`src/rtl/prog_timer.sv`:
```
// Programmable tick/timeout generator: prescaler feeding a main counter with
// ">=" terminal compare, periodic or one-shot, with synchronous restart.
module prog_timer #(
  parameter int WIDTH     = 10,
  parameter int PRE_W     = 4,
  parameter bit AUTOSTART = 1'b1
) (
  input  logic             clk,
  input  logic             reset,
  input  logic             enable,
  input  logic             start,
  input  logic             mode,
  input  logic [PRE_W-1:0] prescale,
  input  logic [WIDTH-1:0] final_value,
  output logic             done,
  output logic             busy,
  output logic [WIDTH-1:0] count
);

  typedef enum logic {
    IDLE = 1'b0,
    RUN  = 1'b1
  } state_e;

  localparam state_e RESET_STATE = AUTOSTART ? RUN : IDLE;

  state_e           state_q, state_d;
  logic [PRE_W-1:0] pre_q, pre_d;
  logic [WIDTH-1:0] cnt_q, cnt_d;
  logic             done_q, done_d;

  // NOTE: sequential state uses non-blocking assignments only, so every flop
  // samples the pre-edge values regardless of block ordering.
  always_ff @(posedge clk or negedge reset) begin
    if (!reset) begin
      state_q <= RESET_STATE;
      pre_q   <= '0;
      cnt_q   <= '0;
      done_q  <= 1'b0;
    end else begin
      state_q <= state_d;
      pre_q   <= pre_d;
      cnt_q   <= cnt_d;
      done_q  <= done_d;
    end
  end

  // NOTE: every next-state signal gets a hold/default value before any branch,
  // which keeps this block purely combinational (no inferred latches).
  always_comb begin
    state_d = state_q;
    pre_d   = pre_q;
    cnt_d   = cnt_q;
    done_d  = 1'b0;

    if (start) begin
      // Restart wins over a coincident terminal step; its done is dropped.
      state_d = RUN;
      pre_d   = '0;
      cnt_d   = '0;
    end else if (state_q == RUN && enable) begin
      if (pre_q >= prescale) begin
        pre_d = '0;
        if (cnt_q >= final_value) begin
          cnt_d  = '0;
          done_d = 1'b1;
          if (mode) state_d = IDLE;
        end else begin
          // cnt_q < final_value here, so the increment cannot wrap.
          cnt_d = cnt_q + WIDTH'(1);
        end
      end else begin
        pre_d = pre_q + PRE_W'(1);
      end
    end
  end

  assign done  = done_q;
  assign busy  = (state_q == RUN);
  assign count = cnt_q;

endmodule

```
`config.mk`:
```
export PLATFORM = sky130hd
export DESIGN_NAME = prog_timer
export DESIGN_NICKNAME = d
export VERILOG_FILES = /design/src/rtl/prog_timer.sv
export SDC_FILE = /design/constraint.sdc
export NUM_CORES = 1
export LEC_CHECK = 0
export BUFFER_PORTS_ARGS = -buffer_cell sky130_fd_sc_hd__buf_2
export CORE_AREA = 3 3 47 70
export DETAILED_ROUTE_END_ITERATION = 6
export DIE_AREA = 0 0 50 73
export PLACE_DENSITY = 0.68
export SKIP_CTS_REPAIR_TIMING = 1
export SYNTH_ARGS = -nofsm -noshare
export SYNTH_HDL_FRONTEND = slang
export SYNTH_SLANG_ARGS = --single-unit
```
`constraint.sdc`:
```
create_clock -name clk -period 2.7 [get_ports clk]
set_input_delay 0.54 -clock clk [delete_from_list [all_inputs] [get_ports clk]]
set_output_delay 0.54 -clock clk [all_outputs]
set_load 0.01 [all_outputs]
```
Word level (Yosys, flattened, before mapping)
Index checks and enable logic that the tools add are counted.
Widths: inputs -> output; s select.
Word-level totals
  bits of input ports: 19
  register bits: 16
Operators by class
  reduce and logical (&&, ||, !) cells: 7
  muxes and demuxes: 16
  order comparisons: 2
  $add $sub $neg: 2
Operators by type and width (number)
  $mux 10: 4
  $mux 4: 3
  $add 10x1->10 const B: 1
  $ge 10x10->1: 1
  $mux 1: 9
  $reduce_bool 2->1: 4
  $add 4x1->4 const B: 1
  $ge 4x4->1: 1
  $reduce_and 4->1: 1
  $reduce_and 2->1: 1
  $logic_and 1x1->1: 1

Logic depth before layout (Yosys ltp)
Gate-level depths: netlist of run 1.
  word-level depth: 5
  gate-level depth with buffers: 8
  gate-level depth less buffers: 7

Worst setup path before layout of run 1
Ideal clock, no wire load.
  path kind: input to register
  from: input port prescale[0]
  to: register cnt_q[8], in the netlist count[8]
  library setup time: 87 ps
  arrival time: 2012 ps
  data required time: 2613 ps
  setup slack: 600 ps
  cell stages on the path: 6
  buffers on the path: 0
  cell sequence: ha_1 nand2b_4 a2111oi_4 o31a_1 or4_1 a211oi_2
Between the ends
  longest elaborated chain between the ends: 3
Ends and longest elaborated chain
  from (decl): line 13  | input logic [PRE_W-1:0] prescale,
  $ge 4x4->1: line 62  | if (pre_q >= prescale) begin
  $reduce_bool 2->1 (no line)
  $reduce_and 2->1 (no line)
  to (signal assigned): line 43  | cnt_q <= cnt_d;
  to (decl): line 29  | logic [WIDTH-1:0] cnt_q, cnt_d;
Every way passes these cells.
A chain may end at the register's enable or synchronous reset.

Worst setup path in the final report of run 1
  from: register pre_q[0]
  to: register cnt_q[8], in the netlist count[8]
Between the ends
  longest elaborated chain between the ends: 3
Ends and longest elaborated chain
  from (decl): line 28  | logic [PRE_W-1:0] pre_q, pre_d;
  from (signal assigned): line 42  | pre_q <= pre_d;
  $ge 4x4->1: line 62
  $reduce_bool 2->1 (no line)
  $reduce_and 2->1 (no line)
Every way passes these cells.

==> reports/metrics.cfg, run 1 <==
[status]
status=complete, no violations

[critical_path]
cpPeakStageDelay_ns=0.57
critPathArrivalTime_ns=2.47
end_kind=flip-flop
crit_required_ns=2.87
critPathLaunch=pre_q[0]
timing.rr.start=pre_q[0]
path_cells=inv_1, ha_1, nand2b_4, a2111oi_4, o31a_1, or4_1, a211oi_2
startpoint_type=flip-flop
ff2ff_path_depth=7
cp_max_fo=14
rr_endpoint=count[8]
crit_path_end=count[8]
worst_path_max_delay_cell=or4_1
reg2reg_slack_ns=0.40
criticalPathCategory=flip-flop to flip-flop

[final_layout]
nets=197
syn_to_final_growth_pct=19.76
instances_no_fill=198
stdcell_area_um2=1471
antenna_cells=0
post-route-util_pct=53.82
drive_gt1_share_pct=29.81

[place]
placed_cell_area_um2=1416
placed_cells_incl_taps=194
hpwl_um=2238
io_buffers=30
globalplace.congestion=0.7790

[floorplanning]
die_area_um2=3650
core-area_um2=2734
die_h_um=73
die_w_um=50
start_util_pct=44.94
io_pins=31
fp-row-count=23

[sta]
setup-violations-final=0
slew_headroom_pct=62.09
rsz0062_at_grt=false
totalNegativeSetupSlack_ns=0
tightest_slew_ns=0.5643
fmax_mhz=434.0
hold_violations=0
period_share_pct=85.33
period_minus_slack_ns=2.304
timing.final.max_slew_violations=0
fin_worst_skew_ns=0.001542

[route]
route.detailed.drc=0
vias=1113
wl_per_cell_um=14.18
vias_per_cell=5.621
drtIter0Drc=28
drt_first_pass_iters=4
wirelength_um=2808
final_antenna_net_count=0

[clocking]
cts_sinks=16
cts_htree_levels=1
cts_root_buffer=clkbuf_8
cts_tree=done
clockBufferDepth=2
path_clk_slew_ns=0.07
numCtsBuffers=3
worstSkewPairLatency_ns=0.25

[yosys]
synth_cell_types=40
ys.flop_type=dfrtp_1
ys_ff_latch=16
yosysWarnings=0
yosysTopAreaCell=dfrtp_1
synth-edff-count=0
syn_area_um2=1229
synth-async-reset-ratio_pct=100.0
synth.most_common_cell=inv_1
synthTopCellsByCount=inv_1, ha_1, dfrtp_1, nand4_1, nand2_1
synth.top_cells.by_area=dfrtp_1, ha_1, a211oi_2
ys_seq_area_share_pct=32.69
synth.net_count=165
syn_inst=130
synth_top_area_share_pct=30.55
syn_area_per_cell_um2=9.451

[job]
cap_viol_max_count=0

[global_route]
antenna_found_initial=0
gr-usage-met2_pct=30.81
grt_usage_pct=16.40
overflow=0
grt_pass1_wl_um=4574
use_met3_pct=2.045
grt_max_degree=17
grt_util_met1_pct=17.33
gr-max-usage-layer=met2
grt_pass1_vias=1111

[power]
power.density_nw_per_um2=367.1
ir_worst_vdd_uv=216.0
p_leak_uw=0.0007206

[worst_hold_path]
min_path_type=input port to async pin

## stage by stage
| stage | total power (µW) | worst slack, ns | hold slack [ns] |
|---|---|---|---|
| 3_3_place_gp | 322.5 | 0.3307 | 0.4803 |
| 5_1_grt | 564.3 | 0.2711 | 0.2155 |
| 4_1_cts | 544.1 | 0.4063 | 0.2070 |
| 2_1_floorplan | 298.2 | 0.6004 | 0.2444 |
| 3_5_place_dp | 326.4 | 0.2505 | 0.4863 |
| 6_report | 540.1 | 0.3960 | 0.1941 |
## critical path, delay by kind of cell, from the launching register on
family | cells | cell delay, ns
compound gates | 3 | 0.76
fa+ha+maj | 1 | 0.27
buf+inv | 1 | 0.08
flops | 1 | 0.41
simple gates | 2 | 0.69
## layout make-up
cell class | instances | area (µm²)
Fill cell | 265 | 1262
Timing Repair Buffer | 31 | 157.7
Multi-Input combinational cell | 93 | 747.0
Inverter | 17 | 63.81
Tap cell | 37 | 46.29
Sequential cell | 16 | 401.6
Clock buffer | 4 | 55.05
## routing by layer
metal | vias up | share of wire [%]
li1 | 547 | -
met1 | 520 | 41
met2 | 41 | 52
met3 | 5 | 4.6
met4 | 0 | 1.8
met5 | - | 0
## worst min-delay path by stage
stage                from  cells past startpoint       end  slack (ns)
global placement    reset                      1  count[9]        0.48
floorplan           reset                      0  count[0]        0.24
finish              reset                      1  count[8]        0.19
detailed placement  reset                      1  count[8]        0.49
CTS                 reset                      1  count[8]        0.21
global route        reset                      1  count[8]        0.22
## placed cells by master, fill, tap and decap left out, drive strengths merged, types with 4 or more instances in the layout
cell,Yosys,final
buf,2,31
nand4,8,8
a211oi,8,8
inv,17,17
a21oi,7,7
or3,5,5
ha,16,16
nand2,8,8
dfrtp,15,15
clkbuf,2,4
o21ai,4,4
nand3,6,6
## power by group
| group | internal [µW] | switching [µW] |
|---|---|---|
| logic | 33.2 | 41.2 |
| clock network | 130 | 89.4 |
| registers | 243 | 3.96 |
| total | 406 | 135 |
## sequential cells by signal (all words and copies together), names as in the netlist
name   count
pre_q      4
count     10
busy       1
done       1
## logic make-up after synthesis
family                     synth area share [%]
DFF                                       32.69
buffers and inverters                     6.517
and+or+nand+nor                           20.16
AOI/OAI and AO/OA                         22.91
adders and majority gates                 16.29
xor gates and xnor gates                  1.426
Note: power is estimated with default switching activity, not from simulation.
==> inputs of run 2 (changes only) <==
--- a/config.mk
+++ b/config.mk
@@ -6,9 +6,9 @@
 export NUM_CORES = 1
 export LEC_CHECK = 0
 export BUFFER_PORTS_ARGS = -buffer_cell sky130_fd_sc_hd__buf_2
-export CORE_AREA = 3 3 47 70
+export CORE_AREA = 2 2 46 69
 export DETAILED_ROUTE_END_ITERATION = 6
-export DIE_AREA = 0 0 50 73
+export DIE_AREA = 0 0 48 71
 export PLACE_DENSITY = 0.68
 export SKIP_CTS_REPAIR_TIMING = 1
 export SYNTH_ARGS = -nofsm -noshare
==> constraint.sdc (replaced) <==
create_clock -name clk -period 2.7 [get_ports clk]
set_input_delay 0.54 -clock clk [delete_from_list [all_inputs] [get_ports clk]]
set_output_delay 0.54 -clock clk [all_outputs]
set_load 0.1 [all_outputs]
==> run 2 against run 1 <==
First-iteration DRC count is 61% lower; count of clock-buffer cells in the layout did not move; critical path type unchanged; combinational power is 5.8% higher; wire length down 7.1%; sequential cell count stayed put; largest cell class unchanged; global-route usage increased by 0.92 points; critical endpoint is now count[9].
==> reports/metrics.cfg, run 2 (synthesis gave the netlist of run 1 again) <==
[critical_path]
end_kind=flip-flop
crit_path_end=count[9]
startpoint_type=flip-flop
reg2reg_slack_ns=0.43
criticalPathCategory=flip-flop to flip-flop
ff2ff_path_depth=7
critPathArrivalTime_ns=2.43
rr_endpoint=count[9]
cp_max_fo=14
crit_required_ns=2.87
critPathLaunch=pre_q[0]
timing.rr.start=pre_q[0]

[power]
power_uw=538.8
p_leak_uw=0.0007151
power.density_nw_per_um2=367.4
ir_worst_vdd_uv=256.2

[floorplanning]
die_h_um=71
fp-row-count=24
io_pins=31
start_util_pct=43.07
core-area_um2=2853
die_w_um=48
die_area_um2=3408

[clocking]
worstSkewPairLatency_ns=0.25
cts_tree=done
clockBufferDepth=2
cts_htree_levels=1
cts_root_buffer=clkbuf_8
cts_sinks=16
path_clk_slew_ns=0.07
numCtsBuffers=3

[sta]
totalNegativeSetupSlack_ns=0
rsz0062_at_grt=false
timing.hold.ws_ns=0.2002
fmax_mhz=441.4
fin_worst_skew_ns=0.002197
setup-violations-final=0
hold_violations=0
timing.final.max_slew_violations=0
slew_headroom_pct=63.22
period_share_pct=83.90
period_minus_slack_ns=2.265
tightest_slew_ns=0.5475

[place]
io_buffers=30
hpwl_um=2078
placed_cells_incl_taps=195
globalplace.congestion=0.6932

[status]
status=complete, no violations

[global_route]
grt_pass1_vias=1067
grt_max_degree=17
grt_pass1_wl_um=4436
overflow=0
grt_usage_pct=17.33
antenna_found_initial=0

[route]
wl_per_cell_um=13.11
drt_first_pass_iters=4
drtIter0Drc=11
route.detailed.drc=0
final_antenna_net_count=0
vias_per_cell=5.407
wirelength_um=2609
vias=1076

[final_layout]
nets=196
post-route-util_pct=51.40
final_common_cell=buf_2
multi_input_area_um2=747.0
drive_gt1_share_pct=29.38
largest_register_ffs=10
instances_no_fill=199
mostFrequentLayoutCells=buf_2, inv_1, ha_1, dfrtp_1, nand4_1
syn_to_final_growth_pct=19.35
antenna_cells=0
final-seq-area_um2=401.6
nFillCells=273

[job]
cap_viol_max_count=0

[worst_hold_path]
min_path_type=input port to async pin

==> run 2: metrics by stage <==
stage	cell area (µm²)	worst slack [ns]
floorplan	1229	0.2307
global placement	1411	0.3323
detailed placement	1411	0.2884
CTS	1466	0.4205
global route	1466	0.2456
finish	1466	0.4346
==> run 2: report_power, final <==
| group | total (µW) | internal (µW) | switching (µW) |
|---|---|---|---|
| clock network | 214 | 129 | 84.3 |
| registers | 247 | 243 | 3.67 |
| logic | 78.7 | 32.9 | 45.7 |
==> run 2: cell type report <==
cell class,count,share of cell area (%)
well taps,39,3.328
repair buffers,30,10.24
flip-flops and latches,16,27.39
multi-input cells,93,50.94
inverters,17,4.352
clock buffers,4,3.754
==> run 2: critical path: stages (launching register included) <==
cell	delay, ns
dfrtp_1	0.40
inv_1	0.09
ha_1	0.28
nand2b_4	0.12
a2111oi_4	0.08
o31a_1	0.42
or4_1	0.57
a211oi_2	0.22
==> run 2: metal layers <==
layer	part of all wire [%]	GRT usage, %	vias to the layer above
met4	0.96	5.405	0
met1	43	21.56	500
met2	53	29.93	25
li1	-	-	547
met3	3.4	1.531	4
met5	0	0	-
==> run 2: worst min-delay path by stage <==
stage | from | to | slack (ns) | depth (start not counted)
after floorplan | reset | count[0] | 0.24 | 0
after global placement | reset | count[9] | 0.47 | 1
after detailed placement | reset | count[8] | 0.48 | 1
after CTS | reset | count[8] | 0.21 | 1
after global routing | reset | count[8] | 0.23 | 1
final | reset | done | 0.20 | 1
